--- config.mk ---
export PLATFORM = sky130hd
export DESIGN_NAME = stb_trace_pattern_gen
export DESIGN_NICKNAME = d
export VERILOG_FILES = /design/src/rtl/stb_trace_pattern_gen.sv
export SDC_FILE = /design/constraint.sdc
export NUM_CORES = 1
export LEC_CHECK = 0
export ABC_CLOCK_PERIOD_IN_PS = 6100
export CORE_MARGIN = 2
export CORE_UTILIZATION = 55
export CTS_CLUSTER_DIAMETER = 200
export DETAILED_ROUTE_END_ITERATION = 12
export GPL_ROUTABILITY_DRIVEN = 0
export GPL_TIMING_DRIVEN = 0
export PLACE_DENSITY = 0.87
export SLEW_MARGIN = 0
export SYNTH_ARGS = -nofsm -noshare
export SYNTH_HDL_FRONTEND = slang
export SYNTH_SLANG_ARGS = --single-unit
--- constraint.sdc ---
create_clock -name CLK_I -period 6.1 [get_ports CLK_I]
set_input_delay 1.22 -clock CLK_I [delete_from_list [all_inputs] [get_ports CLK_I]]
set_output_delay 1.22 -clock CLK_I [all_outputs]
set_load 0.02 [all_outputs]
--- src/rtl/stb_trace_pattern_gen.sv ---
// Synthetic counter/LFSR trace source feeding the StreamTraceBuffer FPGA write port.
// Optional LFSR pattern mode is built only when STB_TRACE_GEN_LFSR_EN is defined.
module stb_trace_pattern_gen #(
  parameter int TRACE_WIDTH = 32,
  parameter int CNT_WIDTH   = 16
) (
  input  logic                   CLK_I,
  input  logic                   RST_I,
  input  logic                   START_I,
  input  logic                   STOP_I,
  input  logic                   MODE_I,
  input  logic [TRACE_WIDTH-1:0] SEED_I,
  input  logic [CNT_WIDTH-1:0]   LENGTH_I,
  input  logic [CNT_WIDTH-1:0]   TRIG_IDX_I,
  input  logic                   TRACE_READY_I,
  output logic                   TRACE_VALID_O,
  output logic [TRACE_WIDTH-1:0] TRACE_O,
  output logic                   TRIG_O,
  output logic                   BUSY_O,
  output logic                   DONE_O,
  output logic [CNT_WIDTH-1:0]   SAMPLE_CNT_O
);

  typedef enum logic [1:0] {
    IDLE = 2'd0,
    RUN  = 2'd1,
    DONE = 2'd2
  } stateT;

  localparam logic [TRACE_WIDTH-1:0] PAT_ONE = {{(TRACE_WIDTH-1){1'b0}}, 1'b1};

`ifdef STB_TRACE_GEN_LFSR_EN
  // Galois right-shift masks: bit (t-1) set for every maximal-length tap t.
  function automatic logic [63:0] lfsrMask64(input int w);
    logic [63:0] m;
    case (w)
      2:       m = 64'h3;
      3:       m = 64'h6;
      4:       m = 64'hC;
      5:       m = 64'h14;
      6:       m = 64'h30;
      7:       m = 64'h60;
      8:       m = 64'hB8;
      9:       m = 64'h110;
      10:      m = 64'h240;
      11:      m = 64'h500;
      12:      m = 64'h829;
      13:      m = 64'h100D;
      14:      m = 64'h2015;
      15:      m = 64'h6000;
      16:      m = 64'hD008;
      17:      m = 64'h12000;
      18:      m = 64'h20400;
      19:      m = 64'h40023;
      20:      m = 64'h90000;
      21:      m = 64'h140000;
      22:      m = 64'h300000;
      23:      m = 64'h420000;
      24:      m = 64'hE10000;
      25:      m = 64'h1200000;
      26:      m = 64'h2000023;
      27:      m = 64'h4000013;
      28:      m = 64'h9000000;
      29:      m = 64'h14000000;
      30:      m = 64'h20000029;
      31:      m = 64'h48000000;
      32:      m = 64'h80200003;
      64:      m = 64'hD800000000000000;
      default: m = (64'd1 << (w - 1)) | 64'd1;
    endcase
    return m;
  endfunction

  localparam logic [63:0]            MASK64    = lfsrMask64(TRACE_WIDTH);
  localparam logic [TRACE_WIDTH-1:0] LFSR_MASK = MASK64[TRACE_WIDTH-1:0];

  logic mode_q, mode_d;
`else
  logic unusedMode;
  assign unusedMode = MODE_I;
`endif

  stateT                  state_q, state_d;
  logic [CNT_WIDTH-1:0]   length_q, length_d;
  logic [CNT_WIDTH-1:0]   trigIdx_q, trigIdx_d;
  logic [CNT_WIDTH-1:0]   sampleCnt_q, sampleCnt_d;
  logic [TRACE_WIDTH-1:0] pattern_q, pattern_d;
  logic                   valid_q, valid_d;
  logic                   trig_q, trig_d;
  logic                   busy_q, busy_d;
  logic                   done_q, done_d;

  logic                   xfer;
  logic                   lastXfer;
  logic [CNT_WIDTH-1:0]   cntInc;
  logic [TRACE_WIDTH-1:0] patNext;
  logic [TRACE_WIDTH-1:0] seedLoad;

  // Next-state decode; every output is taken from a register so READY never reaches an output combinationally.
  always_comb begin
    state_d     = state_q;
    length_d    = length_q;
    trigIdx_d   = trigIdx_q;
    sampleCnt_d = sampleCnt_q;
    pattern_d   = pattern_q;
    valid_d     = valid_q;
    trig_d      = trig_q;
    busy_d      = busy_q;
    done_d      = 1'b0;
`ifdef STB_TRACE_GEN_LFSR_EN
    mode_d      = mode_q;
`endif

    xfer     = valid_q & TRACE_READY_I;
    cntInc   = sampleCnt_q + 1'b1;
    lastXfer = xfer && (length_q != '0) && (sampleCnt_q == length_q - 1'b1);
    seedLoad = SEED_I;
    patNext  = pattern_q + 1'b1;
`ifdef STB_TRACE_GEN_LFSR_EN
    if (mode_q) begin
      patNext = pattern_q[0] ? ((pattern_q >> 1) ^ LFSR_MASK) : (pattern_q >> 1);
    end
    if (MODE_I && (SEED_I == '0)) begin
      seedLoad = PAT_ONE;
    end
`endif

    case (state_q)
      IDLE: begin
        if (START_I) begin
          state_d     = RUN;
          length_d    = LENGTH_I;
          trigIdx_d   = TRIG_IDX_I;
          sampleCnt_d = '0;
          pattern_d   = seedLoad;
          valid_d     = 1'b1;
          busy_d      = 1'b1;
          trig_d      = (TRIG_IDX_I == '0);
`ifdef STB_TRACE_GEN_LFSR_EN
          mode_d      = MODE_I;
`endif
        end
      end
      RUN: begin
        if (xfer) begin
          sampleCnt_d = cntInc;
          pattern_d   = patNext;
        end
        if (STOP_I || lastXfer) begin
          state_d = DONE;
          valid_d = 1'b0;
          busy_d  = 1'b0;
          trig_d  = 1'b0;
          done_d  = 1'b1;
        end else begin
          trig_d = (sampleCnt_d == trigIdx_q);
        end
      end
      DONE: begin
        state_d = IDLE;
      end
      default: begin
        state_d = IDLE;
        valid_d = 1'b0;
        busy_d  = 1'b0;
        trig_d  = 1'b0;
      end
    endcase
  end

  always_ff @(posedge CLK_I) begin
    if (RST_I) begin
      state_q     <= IDLE;
      length_q    <= '0;
      trigIdx_q   <= '0;
      sampleCnt_q <= '0;
      pattern_q   <= '0;
      valid_q     <= 1'b0;
      trig_q      <= 1'b0;
      busy_q      <= 1'b0;
      done_q      <= 1'b0;
`ifdef STB_TRACE_GEN_LFSR_EN
      mode_q      <= 1'b0;
`endif
    end else begin
      state_q     <= state_d;
      length_q    <= length_d;
      trigIdx_q   <= trigIdx_d;
      sampleCnt_q <= sampleCnt_d;
      pattern_q   <= pattern_d;
      valid_q     <= valid_d;
      trig_q      <= trig_d;
      busy_q      <= busy_d;
      done_q      <= done_d;
`ifdef STB_TRACE_GEN_LFSR_EN
      mode_q      <= mode_d;
`endif
    end
  end

  assign TRACE_VALID_O = valid_q;
  assign TRACE_O       = pattern_q;
  assign TRIG_O        = trig_q;
  assign BUSY_O        = busy_q;
  assign DONE_O        = done_q;
  assign SAMPLE_CNT_O  = sampleCnt_q;

endmodule
==> results of run 1 <==
[cell type report]
type,count,area (µm²),area share
multi-input combinational,554,3170,0.475
tap,111,139,0.0208
clock buffer,10,138,0.0207
clock inverter,6,43.8,0.00657
timing repair buffer,120,1200,0.180
inverter,12,45.0,0.00676
sequential,85,1700,0.255
buffer,54,226,0.0340
[power by group through the flow]
stage | clock, mW | sequential (mW) | combinational, mW
2_1_floorplan | 0 | 0.654 | 0.193
3_3_place_gp | 0 | 0.639 | 0.349
3_5_place_dp | 0 | 0.640 | 0.360
4_1_cts | 0.385 | 0.627 | 0.363
5_1_grt | 0.410 | 0.634 | 0.399
6_report | 0.388 | 0.629 | 0.370
[placed cells by master (no fill, tap or decap), types with 14 or more instances in the layout]
master | netlist | final
a211oi_1 | 16 | 16
xor2_1 | 15 | 15
clkbuf_1 | 43 | 43
xnor2_1 | 32 | 32
nand3_1 | 26 | 26
nor2_1 | 51 | 51
nor3_1 | 22 | 22
a21oi_1 | 83 | 83
nand2_1 | 121 | 121
nand4_1 | 14 | 14
clkdlybuf4s50_1 | 0 | 120
o21ai_0 | 46 | 46
dfxtp_1 | 85 | 85
[routing by layer]
layer / part of all wire / vias up
li1: - / 2778
met1: 0.38 / 2702
met2: 0.46 / 419
met3: 0.11 / 82
met4: 0.043 / 0
met5: 0 / -
[critical path, cell delays in order]
cell,delay (ns)
clkdlybuf4s50_1,0.49
and2_0,0.42
nand4_1,0.18
clkbuf_1,0.28
nor4_1,0.60
xnor2_1,0.19
o21ai_0,0.11
or4_1,0.55
o32ai_1,0.28
[path summary, 6_finish.rpt]
check | depth (start not counted) | startpoint | end | slack, ns
min reg2reg | 2 | trigIdx_q[10]$_SDFFE_PP0P_ | trigIdx_q[10]$_SDFFE_PP0P_ | 0.47
min | 2 | trigIdx_q[10]$_SDFFE_PP0P_ | trigIdx_q[10]$_SDFFE_PP0P_ | 0.47
max reg2reg | 8 | BUSY_O$_SDFFE_PP0P_ | TRIG_O$_SDFFE_PP0P_ | 2.88
max | 9 | TRACE_READY_I | TRIG_O$_SDFFE_PP0P_ | 2.05
[cell families (layout without fill, tap and decap cells)]
family	Yosys count	after routing
compound gates	201	201
xor+xnor	47	47
fa+ha+maj	4	4
buf+inv	66	202
flops	85	85
mux	3	3
simple gates	299	299
[registers in the layout, summed over array words and instances (netlist names)]
| name | cells |
|---|---|
| DONE_O | 1 |
| TRIG_O | 1 |
| trigIdx_q | 16 |
| state_q | 2 |
| length_q | 16 |
| TRACE_O | 32 |
| BUSY_O | 1 |
| SAMPLE_CNT_O | 16 |
[per-stage QoR]
| step | setup WS [ns] | instance area, µm² |
|---|---|---|
| 2_1_floorplan | 2.82 | 5140 |
| 6_report | 2.05 | 6660 |
| 5_1_grt | 1.98 | 6660 |
| 3_3_place_gp | 1.87 | 6480 |
| 4_1_cts | 2.13 | 6660 |
| 3_5_place_dp | 1.77 | 6480 |
==> flow_summary.ini, run 1 <==
[synthesis]
synth-simple-area-share = 0.288
synth.area.top_cells = dfxtp_1 33%, nand2_1 8.8%, a21oi_1 8.1%, xnor2_1 5.5%, o21ai_0 4.5%
netlist_top_cells_count = 121 x nand2_1, 85 x dfxtp_1, 83 x a21oi_1, 51 x nor2_1, 46 x o21ai_0
yosysMostFrequentCell = nand2_1
synth_edf_count = 0
synth_top_family_by_area = simple AND/OR/NAND/NOR gates
yosysTopAreaCell = dfxtp_1
yosysWarnings = 0
synth_adder_area_share = 0.00973
syn_inst = 705
postSynthAreaPerCell_um2 = 7.29
ys_async_sr_fraction = 0
synthDistinctLibCells = 59
syn-cell-area_mm2 = 0.00514
yosys_register_bits = 85
ys_seq_area_frac = 0.331
syn_nets = 779
synthMuxAreaShare = 0.00584
synth_compound_area_frac = 0.233
synth_xor_area_frac = 0.0801
ys.flop_type = dfxtp_1
yosys.area.top_type_share = 0.331

[global_routing]
met3_usage = 0.0624
met2_usage = 0.567
gr-max-usage-layer = met2
grtUsageMet1 = 0.411
grt_pass1_wl_um = 27200
gr-usage-all-layers = 0.342
overflow = 0
grt_pass1_vias = 5726
antenna_found_initial = 0
grt_max_degree = 16

[critical_path]
end_kind = flip-flop
startpoint_type = primary input
critPathKind = in -> reg
required_ns = 6.37
cp_max_fo = 10
arrival_ns = 4.32

[clock_network]
clkTransAtPathRegs_ns = 0.08
cts_made_buffers = 9
cts_tree = yes
cts_resized = 0
ctsRootBufferMaster = clkbuf_8
cts_hold_buf = 0
cts_sinks = 85
insertion_delay_ns = 0.37
cts_max_level = 3
clockBufferDepth = 2
cts_setup_buffers = 0

[route]
remaining_drc_errors = 0
wl_um = 17300
vias_per_cell = 6.28
post_drt_wl_per_cell_um = 18.2
drt-initial-drc-count = 539
drtAntennaViolNets = 0
dr.pass1.iters = 5
vias = 5981

[power]
peakVddDrop_uv = 119
finalPower_mw = 1.39
clkPwrFrac = 0.280
power_density_mw_per_mm2 = 208
switching_power_mw = 0.473
swShare = 0.341
internal_power_mw = 0.914
power_frac_seq = 0.453
p_comb_frac = 0.267
p_leak_nw = 2.30

[worst_hold_path]
hp-class = reg -> reg

[sta]
grt_setup_unrepaired = no
fin_skew_ns = 0.0114
finalHoldViolations = 0
holdWs_ns = 0.470
tightest_slew_ns = 0.757
finalCritPeriodShare = 0.663
slew_headroom = 0.495
max_freq_mhz = 247
setup_viol = 0
drv_slew = 0
min_period_ns = 4.05
fin_tns_setup_ns = 0

[flow_run]
drv_cap = 0

[layout]
fill_cells = 715
finalNonFillerCells = 952
nNetsFinal = 910
area_delta_synth_final_pct = 29.6
diodes = 0
drive_gt1_frac = 0.0464
final_util = 0.728

[placed_design]
portBuffers = 120
dpl.cell_count = 936
hpwl_um = 12800

[floorplan]
start_util = 0.562
dieArea_mm2 = 0.0101
fp-row-count = 35
core_area_mm2 = 0.00915
fp.dieW_um = 101
die_h_um = 101
ioPinCount = 122

[run_status]
status = finished, final reports clean
Power figures use the tool's default switching activity.
==> run 2, diff against run 1 <==
Settings changed: ABC_CLOCK_PERIOD_IN_PS 6100 to 3950, CORE_UTILIZATION 55 to 51, PLACE_DENSITY 0.87 to 0.82.
Clock period 6.1 ns to 3.95 ns, I/O delays scaled along.
==> flow_summary.ini, run 2 (synthesis results as in run 1) <==
[worst_hold_path]
hold_path_end = trigIdx_q[10]$_SDFFE_PP0P_
min-delay-start = trigIdx_q[10]$_SDFFE_PP0P_
holdPathStages = 2
hp-class = reg -> reg

[sta]
slew_headroom = 0.474
min_period_ns = 3.62
fin_tns_setup_ns = 0
drv_slew = 0
finalHoldViolations = 0
fin_skew_ns = 0.0156
grt_setup_unrepaired = no
max_freq_mhz = 276
setup_viol = 0
tightest_slew_ns = 0.789
finalCritPeriodShare = 0.917
finalWorstSetupSlack_ns = 0.327

[power]
p_leak_nw = 2.32
peakVddDrop_uv = 189
finalPower_mw = 2.28
power_density_mw_per_mm2 = 338

[critical_path]
cp_max_fo = 10
end_kind = flip-flop
critPathKind = in -> reg
arrival_ns = 3.92
timing.rr.start = BUSY_O$_SDFFE_PP0P_
rrSetupSlack_ns = 0.73
required_ns = 4.25
reg2reg_to = TRIG_O$_SDFFE_PP0P_
reg2regPathDepth = 8
startpoint_type = primary input

[run_status]
status = finished, final reports clean

[route]
post_drt_wl_per_cell_um = 17.9
dr.pass1.iters = 6
remaining_drc_errors = 0
drt-initial-drc-count = 495
drtAntennaViolNets = 0
wl_um = 17400
vias = 5935
vias_per_cell = 6.10

[layout]
fill_cells = 851
seq_area_mm2 = 0.00170
nNetsFinal = 910
largest_reg_flops = 32
layout_commonest_cell = nand2_1
area_delta_synth_final_pct = 31.1
multi_input_area_mm2 = 0.00317
diodes = 0
final_util = 0.690
final_cell_mix = 121 x nand2_1, 120 x clkdlybuf4s50_1, 85 x dfxtp_1, 83 x a21oi_1, 51 x nor2_1
drive_gt1_frac = 0.0452

[clock_network]
cts_hold_buf = 0
cts_made_buffers = 9
ctsRootBufferMaster = clkbuf_8
clkTransAtPathRegs_ns = 0.09
cts_tree = yes
cts_max_level = 3
cts_resized = 0
clockBufferDepth = 2
insertion_delay_ns = 0.39
cts_setup_buffers = 0
cts_sinks = 85

[floorplan]
fp-row-count = 36
ioPinCount = 122
core_area_mm2 = 0.00977
die_h_um = 104
dieArea_mm2 = 0.0109
fp.dieW_um = 104
start_util = 0.526

[placed_design]
portBuffers = 120
place_ws_ns = 0.0461
hpwl_um = 12800

[global_routing]
antenna_found_initial = 0
gr-usage-all-layers = 0.314
grt_max_degree = 14
overflow = 0
grt_pass1_vias = 5417
grt_pass1_wl_um = 27300

[flow_run]
drv_cap = 0
[run 2: changes by cell type in the layout (fill, tap and decap cells not counted)]
cell,before,now
clkbuf_8,10,12
clkinv_2,2,0
bufinv_16,0,2
inv_6,3,0
[run 2: worst max-delay path, stage by stage]
cell and delay (ns):
clkdlybuf4s50_1 0.51, and2_0 0.39, nand4_1 0.18, clkbuf_1 0.29, nor4_1 0.61, xnor2_1 0.21, o21ai_0 0.12, or4_1 0.55
o32ai_1 0.26
[run 2: per-layer routing]
metal  vias to the layer above  routed length (µm)  global-route usage
met3                        68                2060              0.0608
met4                         0                 581               0.156
li1                       2772                   -                   -
met1                      2698                6800               0.400
met5                         -                   0                   0
met2                       397                8000               0.507
[run 2: worst max path at each step]
stage	to	slack, ns	cells after the start	start
floorplan	TRIG_O$_SDFFE_PP0P_	1.10	8	TRACE_READY_I
global placement	TRIG_O$_SDFFE_PP0P_	0.15	9	TRACE_READY_I
detailed placement	TRIG_O$_SDFFE_PP0P_	0.05	9	TRACE_READY_I
CTS	TRIG_O$_SDFFE_PP0P_	0.35	9	TRACE_READY_I
global route	TRIG_O$_SDFFE_PP0P_	0.17	9	TRACE_READY_I
finish	TRIG_O$_SDFFE_PP0P_	0.33	9	TRACE_READY_I
[run 2: final cells by class]
cell class	instances	area share
multi-input combinational	554	0.470
tap	133	0.0247
clock buffer	12	0.0245
clock inverter	3	0.0100
inverter	12	0.00668
buffer	54	0.0336
timing repair buffer	120	0.178
sequential	85	0.252
[run 2: where the power goes]
group | total [mW] | leakage, nW | switching (mW) | internal [mW]
logic | 0.573 | 1.51 | 0.320 | 0.253
registers | 0.973 | 0.695 | 0.0646 | 0.908
clock network | 0.733 | 0.115 | 0.329 | 0.405
[run 2: stage by stage]
stage | hold slack, ns | instances | cell area [µm²]
final | 0.470 | 973 | 6740
after global routing | 0.488 | 973 | 6740
after CTS | 0.474 | 973 | 6740
after detailed placement | 0.462 | 958 | 6510
after global placement | 0.459 | 958 | 6510
after floorplan | 0.448 | 705 | 5140
